## config.mk

```make
export PLATFORM = sky130hd
export DESIGN_NAME = fpga_scan_loader_flat
export DESIGN_NICKNAME = d
export VERILOG_FILES = /design/src/rtl/fpga_scan_loader_if.sv /design/src/rtl/fpga_scan_loader.sv /design/src/flat_wrapper.sv
export SDC_FILE = /design/constraint.sdc
export NUM_CORES = 1
export LEC_CHECK = 0
export ABC_AREA = 0
export CAP_MARGIN = 5
export CORE_MARGIN = 2
export CORE_UTILIZATION = 46
export DETAILED_ROUTE_END_ITERATION = 7
export HOLD_SLACK_MARGIN = 0.02
export PLACE_DENSITY = 0.71
export SLEW_MARGIN = 20
export SYNTH_ARGS = -nofsm -noshare
export SYNTH_HDL_FRONTEND = slang
export SYNTH_SLANG_ARGS = --single-unit
```

## constraint.sdc

```tcl
create_clock -name scan_clk -period 2.1 [get_ports scan_clk]
set_clock_uncertainty 0.05 [all_clocks]
set_input_delay 0.21 -clock scan_clk [delete_from_list [all_inputs] [get_ports scan_clk]]
set_output_delay 0.21 -clock scan_clk [all_outputs]
set_load 0.03 [all_outputs]
```

## src/rtl/fpga_scan_loader_if.sv

```systemverilog
// Host-side configuration word handshake for fpga_scan_loader.
interface fpga_scan_loader_if #(
  parameter int WORD_WIDTH = 8
);
  logic [WORD_WIDTH-1:0] cfg_data;
  logic                  cfg_valid;
  logic                  cfg_ready;

  modport master (output cfg_data, cfg_valid, input cfg_ready);
  modport slave  (input cfg_data, cfg_valid, output cfg_ready);
endinterface

```

## src/rtl/fpga_scan_loader.sv

```systemverilog
// Serialises host config words LSB-first onto the fabric connection scan chain.
// Optional chain readback of displaced contents: define FPGA_SCAN_READBACK_EN.
module fpga_scan_loader #(
  parameter int CHAIN_LEN  = 1024,
  parameter int WORD_WIDTH = 8,
  parameter int CNT_WIDTH  = 16
) (
  input  logic                 scan_clk,
  input  logic                 scan_rst_n,
  input  logic                 start,
  input  logic                 abort,
  fpga_scan_loader_if.slave    cfg,
  output logic                 conn_scan_en,
  output logic                 conn_scan_in,
  input  logic                 conn_scan_out,
  output logic                 busy,
  output logic                 done,
  output logic                 aborted,
  output logic [CNT_WIDTH-1:0] bit_count
`ifdef FPGA_SCAN_READBACK_EN
  ,
  output logic [WORD_WIDTH-1:0] rb_data,
  output logic                  rb_valid
`endif
);
  localparam int BW = $clog2(WORD_WIDTH + 1);
  localparam logic [CNT_WIDTH-1:0] CHAIN_END = CNT_WIDTH'(CHAIN_LEN);
  localparam logic [CNT_WIDTH-1:0] WORD_C    = CNT_WIDTH'(WORD_WIDTH);

  typedef enum logic [1:0] {IDLE, LOAD, SHIFT, FINISH} state_t;

  state_t                state;
  logic [WORD_WIDTH-1:0] shreg;
  logic [BW-1:0]         rem;
  logic [CNT_WIDTH-1:0]  left;
  logic [BW-1:0]         btw;
  logic                  accept;

  // Last word of a chain that is not a word multiple carries only the remaining bits.
  assign left   = CHAIN_END - bit_count;
  assign btw    = (left < WORD_C) ? left[BW-1:0] : BW'(WORD_WIDTH);
  assign accept = (state == LOAD) && !abort && cfg.cfg_valid && cfg.cfg_ready;

  always_ff @(posedge scan_clk or negedge scan_rst_n) begin
    if (!scan_rst_n) begin
      state         <= IDLE;
      shreg         <= '0;
      rem           <= '0;
      cfg.cfg_ready <= 1'b0;
      conn_scan_en  <= 1'b0;
      conn_scan_in  <= 1'b0;
      busy          <= 1'b0;
      done          <= 1'b0;
      aborted       <= 1'b0;
      bit_count     <= '0;
    end else begin
      done    <= 1'b0;
      aborted <= 1'b0;
      case (state)
        IDLE: begin
          if (start && !abort) begin
            state         <= LOAD;
            bit_count     <= '0;
            busy          <= 1'b1;
            cfg.cfg_ready <= 1'b1;
          end
        end
        LOAD: begin
          conn_scan_en <= 1'b0;
          conn_scan_in <= 1'b0;
          if (abort) begin
            state         <= IDLE;
            cfg.cfg_ready <= 1'b0;
            busy          <= 1'b0;
            aborted       <= 1'b1;
          end else if (accept) begin
            shreg         <= cfg.cfg_data;
            rem           <= btw;
            cfg.cfg_ready <= 1'b0;
            state         <= SHIFT;
          end
        end
        SHIFT: begin
          if (abort) begin
            state        <= IDLE;
            conn_scan_en <= 1'b0;
            conn_scan_in <= 1'b0;
            busy         <= 1'b0;
            aborted      <= 1'b1;
          end else begin
            conn_scan_en <= 1'b1;
            conn_scan_in <= shreg[0];
            shreg        <= shreg >> 1;
            bit_count    <= bit_count + 1'b1;
            rem          <= rem - 1'b1;
            // Raise ready while the last bit is still on the wire so words stream back-to-back.
            if (rem == BW'(1)) begin
              if (bit_count == CHAIN_END - 1'b1) begin
                state <= FINISH;
              end else begin
                state         <= LOAD;
                cfg.cfg_ready <= 1'b1;
              end
            end
          end
        end
        FINISH: begin
          conn_scan_en <= 1'b0;
          conn_scan_in <= 1'b0;
          done         <= 1'b1;
          busy         <= 1'b0;
          state        <= IDLE;
        end
        default: state <= IDLE;
      endcase
    end
  end

`ifdef FPGA_SCAN_READBACK_EN
  logic [WORD_WIDTH-1:0] rb_asm;
  logic [WORD_WIDTH-1:0] rb_next;
  logic [BW-1:0]         rb_idx;
  logic [BW-1:0]         rb_len;
  logic                  rb_drop;

  assign rb_next = rb_asm | (WORD_WIDTH'(conn_scan_out) << rb_idx);
  assign rb_drop = abort && (state == LOAD || state == SHIFT);

  // The tail bit is displaced on every edge that sees conn_scan_en high, one edge after it was driven.
  always_ff @(posedge scan_clk or negedge scan_rst_n) begin
    if (!scan_rst_n) begin
      rb_asm   <= '0;
      rb_idx   <= '0;
      rb_len   <= '0;
      rb_data  <= '0;
      rb_valid <= 1'b0;
    end else begin
      rb_valid <= 1'b0;
      if (accept) rb_len <= btw;
      if (rb_drop) begin
        rb_asm <= '0;
        rb_idx <= '0;
      end else if (conn_scan_en) begin
        if (rb_idx == rb_len - 1'b1) begin
          rb_data  <= rb_next;
          rb_valid <= 1'b1;
          rb_asm   <= '0;
          rb_idx   <= '0;
        end else begin
          rb_asm <= rb_next;
          rb_idx <= rb_idx + 1'b1;
        end
      end
    end
  end
`else
  logic unused_scan_out;
  assign unused_scan_out = conn_scan_out;
`endif
endmodule

```

## src/flat_wrapper.sv

```systemverilog
// flat-port wrapper written by rule: the top's interface ports become plain ports
module fpga_scan_loader_flat 
#(
  parameter int CHAIN_LEN  = 1024,
  parameter int WORD_WIDTH = 8,
  parameter int CNT_WIDTH  = 16
)
  (scan_clk, scan_rst_n, start, abort, conn_scan_en, conn_scan_in, conn_scan_out, busy, done, aborted, bit_count, cfg_cfg_data, cfg_cfg_valid, cfg_cfg_ready);
  fpga_scan_loader_if #(.WORD_WIDTH(WORD_WIDTH)) cfg_i ();
  input  logic scan_clk;
  input  logic scan_rst_n;
  input  logic start;
  input  logic abort;
  output logic conn_scan_en;
  output logic conn_scan_in;
  input  logic conn_scan_out;
  output logic busy;
  output logic done;
  output logic aborted;
  output logic [CNT_WIDTH-1:0] bit_count;
  input wire logic [$bits(cfg_i.cfg_data)-1:0] cfg_cfg_data;
  input wire logic [$bits(cfg_i.cfg_valid)-1:0] cfg_cfg_valid;
  output wire logic [$bits(cfg_i.cfg_ready)-1:0] cfg_cfg_ready;
  assign cfg_i.cfg_data = cfg_cfg_data;
  assign cfg_i.cfg_valid = cfg_cfg_valid;
  assign cfg_cfg_ready = cfg_i.cfg_ready;
  fpga_scan_loader #(.CHAIN_LEN(CHAIN_LEN), .WORD_WIDTH(WORD_WIDTH), .CNT_WIDTH(CNT_WIDTH)) u_core (.scan_clk(scan_clk), .scan_rst_n(scan_rst_n), .start(start), .abort(abort), .cfg(cfg_i), .conn_scan_en(conn_scan_en), .conn_scan_in(conn_scan_in), .conn_scan_out(conn_scan_out), .busy(busy), .done(done), .aborted(aborted), .bit_count(bit_count));
endmodule
```

Yosys cells after proc, flatten, opt, wreduce, memory -nomap -nowiden. Cells that the tools add are included.

Muxes and demuxes: 35. Add/subtract/negate cells: 3. $lt $le $gt $ge: 1. Reductions and logical operators: 17. Equal/unequal tests: 14.

Operators with widths (count): 16-bit two-way mux (2); 16-bit case mux with 2 select lines (1); 8-bit two-way mux (3); 16-bit by 1-bit adder with 16-bit output (second input constant) (1); 16-bit by 10-bit == test with 1-bit output (second input constant) (1); 16-bit by 4-bit < comparator with 1-bit output (second input constant) (1); 4-bit two-way mux (4); 8-bit case mux with 2 select lines (1); 11-bit by 16-bit subtractor with 16-bit output (first input constant) (1); 1-bit two-way mux (12); 2-bit two-way mux (6); 2-bit by 1-bit != test with 1-bit output (second input constant) (4); 2-bit case mux with 4 select lines (1); 4-bit case mux with 2 select lines (1); 2-bit != test (second input constant) (3); 3-bit by 2-bit != test with 1-bit output (second input constant) (2); 1-bit case mux with 3 select lines (2); 3-bit AND reduction (2); 6-bit AND reduction (1); 2-bit nonzero test (3); 2-bit == test (second input constant) (2); 4-bit by 1-bit == test with 1-bit output (second input constant) (1); 1-bit logical AND (4); 1-bit case mux with 2 select lines (2); other kinds (8) (9).

Input bits: 14. Register bits: 36. Word-level logic and storage cells: 80. Output and inout bits: 22.

Longest topological paths before layout.
Depth in word-level cells: 7. Gate-level depth with buffers: 9. Mapped depth without buffers: 7.

Worst setup path before layout. OpenSTA, ideal clock, no wires.

Path kind: reg2reg. Start: register u_core.bit_count[0]. End: register u_core.rem[3]. Data required time: 1.931 ns. Library setup time: 0.119 ns. Slack: -0.231 ns. Cell stages (with the launch flop): 9. Data arrival time: 2.162 ns. Buffers on the path: 1. Cell sequence: dfrtp_1 -> clkbuf_1 -> inv_1 -> ha_1 -> nand2b_1 -> or4_4 -> a211oi_2 -> nand4_2 -> o21ba_1.

Cells in the longest elaborated chain, start to end: 6.

Ends and longest elaborated chain: from (decl) (RTL line fpga_scan_loader.sv:19) `output logic [CNT_WIDTH-1:0] bit_count`; from (signal assigned) (RTL line fpga_scan_loader.sv:94) `bit_count <= bit_count + 1'b1;`; 11-bit by 16-bit subtractor with 16-bit output (*) (RTL line fpga_scan_loader.sv:40) `assign left = CHAIN_END - bit_count;`; 16-bit by 4-bit < comparator with 1-bit output (RTL line fpga_scan_loader.sv:41) `assign btw = (left < WORD_C) ? left[BW-1:0] : BW'(WORD_WIDTH);`; 4-bit two-way mux (*) (RTL line fpga_scan_loader.sv:41); 4-bit two-way mux (*) (RTL line fpga_scan_loader.sv:76) `end else if (accept) begin`; 4-bit two-way mux (*) (RTL line fpga_scan_loader.sv:71) `if (abort) begin`; 4-bit case mux with 2 select lines (*) (RTL line fpga_scan_loader.sv:59) `case (state)`; to (signal assigned) (RTL line fpga_scan_loader.sv:78) `rem <= btw;`; to (signal assigned) (RTL line fpga_scan_loader.sv:95) `rem <= rem - 1'b1;`; to (decl) (RTL line fpga_scan_loader.sv:34) `logic [BW-1:0] rem;`.

Mark *: on every way between the ends. The rest lies on a longest branch, timed or not. The select of a mux whose other input is x is not followed. A chain may end at the register's enable or synchronous reset.

Worst setup path in the final report.
Start: register u_core.bit_count[3]. End: register u_core.rem[3].

Same word-level chain as after synthesis.

==> key figures <==
Setup path
  – CP peak stage delay: 490 ps
  – Worst-path maximum fanout: 4
  – CP max-delay cell: or4_4
  – Data required, critical path: 2230 ps
  – Worst-path cell chain: or3_4 > or4_4 > a211oi_2 > nand4_2 > o21ba_1
  – CP bufs+invs: 0
  – Setup CP Type: reg -> reg
  – CP top delay family: simple AND/OR/NAND/NOR gates
  – CP startpoint kind: flop
  – Arr. time, crit path: 2160 ps
  – Worst Setup End Kind: flop

Power
  – Clock group share of total power: 0.168
  – Lkg Pwr: 1.29 nW
  – Peak supply drop: 0.000481 V
  – Switch Pwr: 1.22 mW
  – PD cells: 1010 mW/mm2
  – Logic pwr share: 0.508
  – Share of power burned in registers: 0.324
  – Pint: 1.91 mW
  – Sw Ratio: 0.389

Placement
  – Final GP Congestion: 0.840
  – I/O Buffers: 34
  – Post-DP HPWL: 4.31 mm
  – Placed cells: 390

Clock network
  – Clk Latency, worst-skew pair: 290 ps
  – Clk sinks: 36
  – Number of H-tree levels: 2
  – Post CTS Setup Buffer Count: 0
  – Cts bufs inserted: 5
  – Root buf cell: clkbuf_8
  – Clock Tree Buf Depth: 2
  – Clock-pin slew on the worst setup and hold paths: 80 ps
  – CTS tree: yes

Route
  – Drt first-iter violations: 139
  – Via Count: 2204
  – Detailed Routing Iterations Pass 1: 4
  – Post-DRT Antenna Nets: 0
  – Vias/cell: 5.52
  – Total Wirelength: 5.90 mm
  – WL/cell: 14.8 um
  – DRC Markers: 0

Die
  – Initial Utilization: 0.471
  – Die width: 75.9 um
  – Die area: 0.00576 mm2
  – Num rows: 26
  – Core box area: 0.00504 mm2
  – I/O pin count: 36
  – Vert. Die Dim: 75.9 um

Timing
  – WHS: 371 ps
  – RSZ-0062 raised after global routing: yes
  – Fin crit period: 2040 ps
  – Final Cycle Share: 0.970
  – Max Freq: 491 MHz
  – Worst-margin pin slew: 493 ps
  – # setup viols final: 0
  – Slew HR: 0.671
  – Final hold viol count: 0
  – Pins Over Slew Limit: 0

Synthesis
  – Syn_area_per_cell: 8.74 um2
  – Top cell type's share of synthesized area: 0.379
  – Sequential area share after synthesis: 0.379
  – FFs w/ async S/R, synth: 1.00
  – Post-synth top cells: dfrtp_1 (36), nor2_1 (24), nand2_1 (20)
  – Netlist Area Pre-Place: 0.00238 mm2
  – Syn Inst Count: 272
  – Synthesized flop and latch total: 36
  – Post-synth EDFFs: 0
  – YS warnings: 0
  – Main synth FF type: dfrtp_1
  – Synth area leaders: dfrtp_1 (38%), ha_1 (4.7%), a21oi_1 (3.8%)
  – Count leader, synth: dfrtp_1
  – Net Count, Synth: 295
  – Synth area leader: dfrtp_1
  – Count of different cell masters after synthesis: 57

GRT
  – Largest net degree at the start of global routing: 22
  – Total track usage: 0.209
  – Initial antenna violation count: 0
  – Vias in the first global route: 1959
  – First-pass GRT wire length: 9.23 mm
  – Total gr overflow: 0

Status
  – Status: complete, no violations

Finish
  – Post-Layout Cell Count: 399
  – Area Overhead vs Synth: 30.9%
  – Layout cells sized above 1: 0.185
  – Fin nets: 351
  – Ant diodes: 0

Run
  – Max cap viols: 0

Worst hold path
  – HP Class: in -> async
-- cell usage in the layout, fill, tap and decap left out, drive strengths merged, types with 3 or more instances in the layout --
cell type       n
a211oi          3
a21oi          18
and2            6
buf            32
clkbuf          7
clkdlybuf4s50  33
dfrtp          36
ha              9
inv            13
mux2            5
mux2i           9
nand2          20
nand2b          4
nand3          11
nand4          10
nor2           24
nor3           11
nor3b           4
o211ai          4
o21ai          15
o311ai          3
or3             3
xnor2           4
xor2            8
-- power by group through the flow --
| stage | Combinational (mW) | Clock [mW] | Sequential, mW |
|---|---|---|---|
| 2_1_floorplan | 0.959 | 0 | 1.11 |
| 3_3_place_gp | 1.50 | 0 | 1.02 |
| 3_5_place_dp | 1.53 | 0 | 1.03 |
| 4_1_cts | 1.54 | 0.540 | 1.01 |
| 5_1_grt | 1.77 | 0.565 | 1.04 |
| 6_report | 1.59 | 0.525 | 1.02 |
-- metrics by stage --
stage / total power, mW / TNS, ps / cell area, um2 / worst slack, ps / utilization
2_1_floorplan: 2.07 / -56.1 / 2390 / -56.1 / -
3_3_place_gp: 2.51 / 0 / 2970 / 106 / 0.588
3_5_place_dp: 2.56 / 0 / 2970 / 67.3 / 0.588
4_1_cts: 3.10 / 0 / 3070 / 46.5 / 0.609
5_1_grt: 3.37 / -5.52 / 3110 / -5.52 / 0.617
6_report: 3.13 / 0 / 3110 / 62.3 / 0.617
-- area by class of cell --
class	count	area, um2
Sequential cell	36	905
Fill cell	458	1930
Clock buffer	7	86.3
Multi-Input combinational cell	206	1400
Inverter	13	48.8
Clock inverter	1	7.51
Tap cell	70	87.6
Timing Repair Buffer	66	578
-- kinds of logic (layout without fill, tap and decap cells) --
family,count (synthesis),in the layout,synth area share
muxes,14,14,0.0616
and+or+nand+nor,107,107,0.239
adders and majority gates,9,9,0.0474
xor gates and xnor gates,12,12,0.0442
buffers and inverters,30,87,0.0511
DFF,36,36,0.379
AOI/OAI and AO/OA,64,64,0.178
-- flip-flops by register name, summed over array words and instances (netlist names) --
register / flops
u_core.aborted: 1
u_core.bit_count: 16
u_core.busy: 1
u_core.cfg.cfg_ready: 1
u_core.conn_scan_en: 1
u_core.conn_scan_in: 1
u_core.done: 1
u_core.rem: 4
u_core.shreg: 8
u_core.state: 2
-- what timing repair did --
action	CTS	global route
endpoints found under the setup margin	0	19
hold endpoints to repair	20	0
resized for setup	0	9
hold buffers	1	0
-- per-layer routing --
layer / up-vias / part of all wire / track usage
li1: 1103 / - / -
met1: 1063 / 0.48 / 0.301
met2: 30 / 0.47 / 0.317
met3: 8 / 0.037 / 0.0397
met4: 0 / 0.011 / 0.0663
met5: - / 0 / 0
-- final timing paths --
path | cells after the start | end | from | slack [ps]
worst max-delay path | 5 | u_core.rem[3]$_DFFE_PN0P_ | u_core.bit_count[3]$_DFFE_PN0P_ | 60
worst min-delay path | 2 | u_core.bit_count[11]$_DFFE_PN0P_ | scan_rst_n | 370
worst max register to register | 5 | u_core.rem[3]$_DFFE_PN0P_ | u_core.bit_count[3]$_DFFE_PN0P_ | 60
worst min register to register | 2 | u_core.conn_scan_in$_DFFE_PN0P_ | u_core.conn_scan_in$_DFFE_PN0P_ | 450
max in group asynchronous | 3 | u_core.shreg[3]$_DFFE_PN0P_ | scan_rst_n | 1020
min in group scan_clk | 2 | u_core.conn_scan_in$_DFFE_PN0P_ | u_core.conn_scan_in$_DFFE_PN0P_ | 450
(Power assumes the default switching activity.)
==> edit (config.mk and constraints unchanged) <==
Compare `bit_count` against `CHAIN_END - 1'b1` with >= in place of ==.
--- a/src/rtl/fpga_scan_loader.sv
+++ b/src/rtl/fpga_scan_loader.sv
@@ -96,5 +96,5 @@
             // Raise ready while the last bit is still on the wire so words stream back-to-back.
             if (rem == BW'(1)) begin
-              if (bit_count == CHAIN_END - 1'b1) begin
+              if (bit_count >= CHAIN_END - 1'b1) begin
                 state <= FINISH;
               end else begin
Formal check against the unedited RTL: no difference found for any inputs over 10 cycles, from zero or initial values and one cycle with scan_rst_n low; that may be too few to reach the edited logic, so the function may still have changed.
==> edit against the original RTL <==
  * The flow now finishes with violations (negative setup slack)
  * Setup slack lost 0.34 ns
  * Area after synthesis fell by 3.8%
  * Final cell count fell by 0.50%
  * Sequential cell count stayed put
  * Power grew 11%
  * Design area rose by 4.0%
  * Routed wire length rose by 0.92%
  * Largest cell class unchanged
  * First-iteration DRC count rose by 19%
==> edit: results (changes against the original RTL) <==
[cells_and_area]
n_fill_cell = 396  ; was 458
seq_cells = 36  ; unchanged
final_util = 0.6808  ; was 0.6174
clock_area_frac = 0.03440  ; was 0.03014
multi_input_area_um2 = 1355  ; was 1400 µm²
seq_share = 0.2802  ; was 0.2906
fin_nets = 352  ; was 351
layout-drive-gt1-share = 0.2879  ; was 0.1854
buffer_area_frac = 0.2269  ; was 0.1857
inverters_excl_clock = 12  ; was 13
area_delta_synth_final_pct = 41.52  ; was 30.95%

[synth]
syn_avg_cell_area_um2 = 9.076  ; was 8.740 µm²
mappedNetlistNets = 275  ; was 295
synthTopCellsByCount = dfrtp_1, nor2_1, nand2_1  ; unchanged

[place]
placed_cell_area_um2 = 3035  ; was 2967 µm²
dp_hpwl_um = 4374  ; was 4314 µm
dp_cells = 385  ; was 390
pre_cts_ws_ns = -0.3533  ; was 0.06727 ns

[pwr]
vdd.ir_drop.worst_v = 0.0006593  ; was 0.0004813 V
p_leak_nw = 1.446  ; was 1.294 nW
switching_share = 0.3903  ; was 0.3894

[setup_path]
crit_start = u_core.bit_count[0]$_DFFE_PN0P_  ; was u_core.bit_count[3]$_DFFE_PN0P_
cpPeakStageDelay_ns = 0.56  ; was 0.49 ns
rrSetupSlack_ns = -0.28  ; was 0.06 ns

[drt]
wl_met1_um = 2682  ; was 2828 µm
via_count = 2171  ; was 2,204
dr.first_iter.drc_count = 166  ; was 139
wl_um = 5949  ; was 5895 µm

[clocking]
ctsResizeCount = 4  ; was 0

[run_status]
violations = negative setup slack
outcome = finished, violations left  ; was complete, no violations

[timing]
fin_ws_ns = -0.2775  ; was 0.06227 ns
slew_headroom = 0.6826  ; was 0.6715
finalSetupViolCount = 4  ; was 0

[global_routing]
grt_use_met3 = 0.04878  ; was 0.03968
grt_pass1_wl_um = 9563  ; was 9232 µm
grt_pass1_vias = 2028  ; was 1,959
use_met2 = 0.3756  ; was 0.3170

-- edit: worst min-delay path by stage --
stage	startpoint	to	slack [ns]	depth (start not counted)
after CTS	scan_rst_n	u_core.cfg.cfg_ready$_DFFE_PN0P_	0.30	2
after global placement	u_core.shreg[5]$_DFFE_PN0P_	u_core.shreg[5]$_DFFE_PN0P_	0.41	2
after global routing	scan_rst_n	u_core.rem[0]$_DFFE_PN0P_	0.34	2
final	scan_rst_n	u_core.bit_count[14]$_DFFE_PN0P_	0.29	2
after detailed placement	u_core.shreg[2]$_DFFE_PN0P_	u_core.shreg[2]$_DFFE_PN0P_	0.43	2
after floorplan	scan_rst_n	u_core.aborted$_DFF_PN0_	-0.14	0
-- edit: cell families after synthesis --
group,Yosys count,share of synthesized area
and+or+nand+nor,98,0.2259
xor gates and xnor gates,19,0.07276
adders and majority gates,9,0.04924
buffers and inverters,28,0.05032
muxes,12,0.05416
DFF,36,0.3939
AOI/OAI and AO/OA,50,0.1537
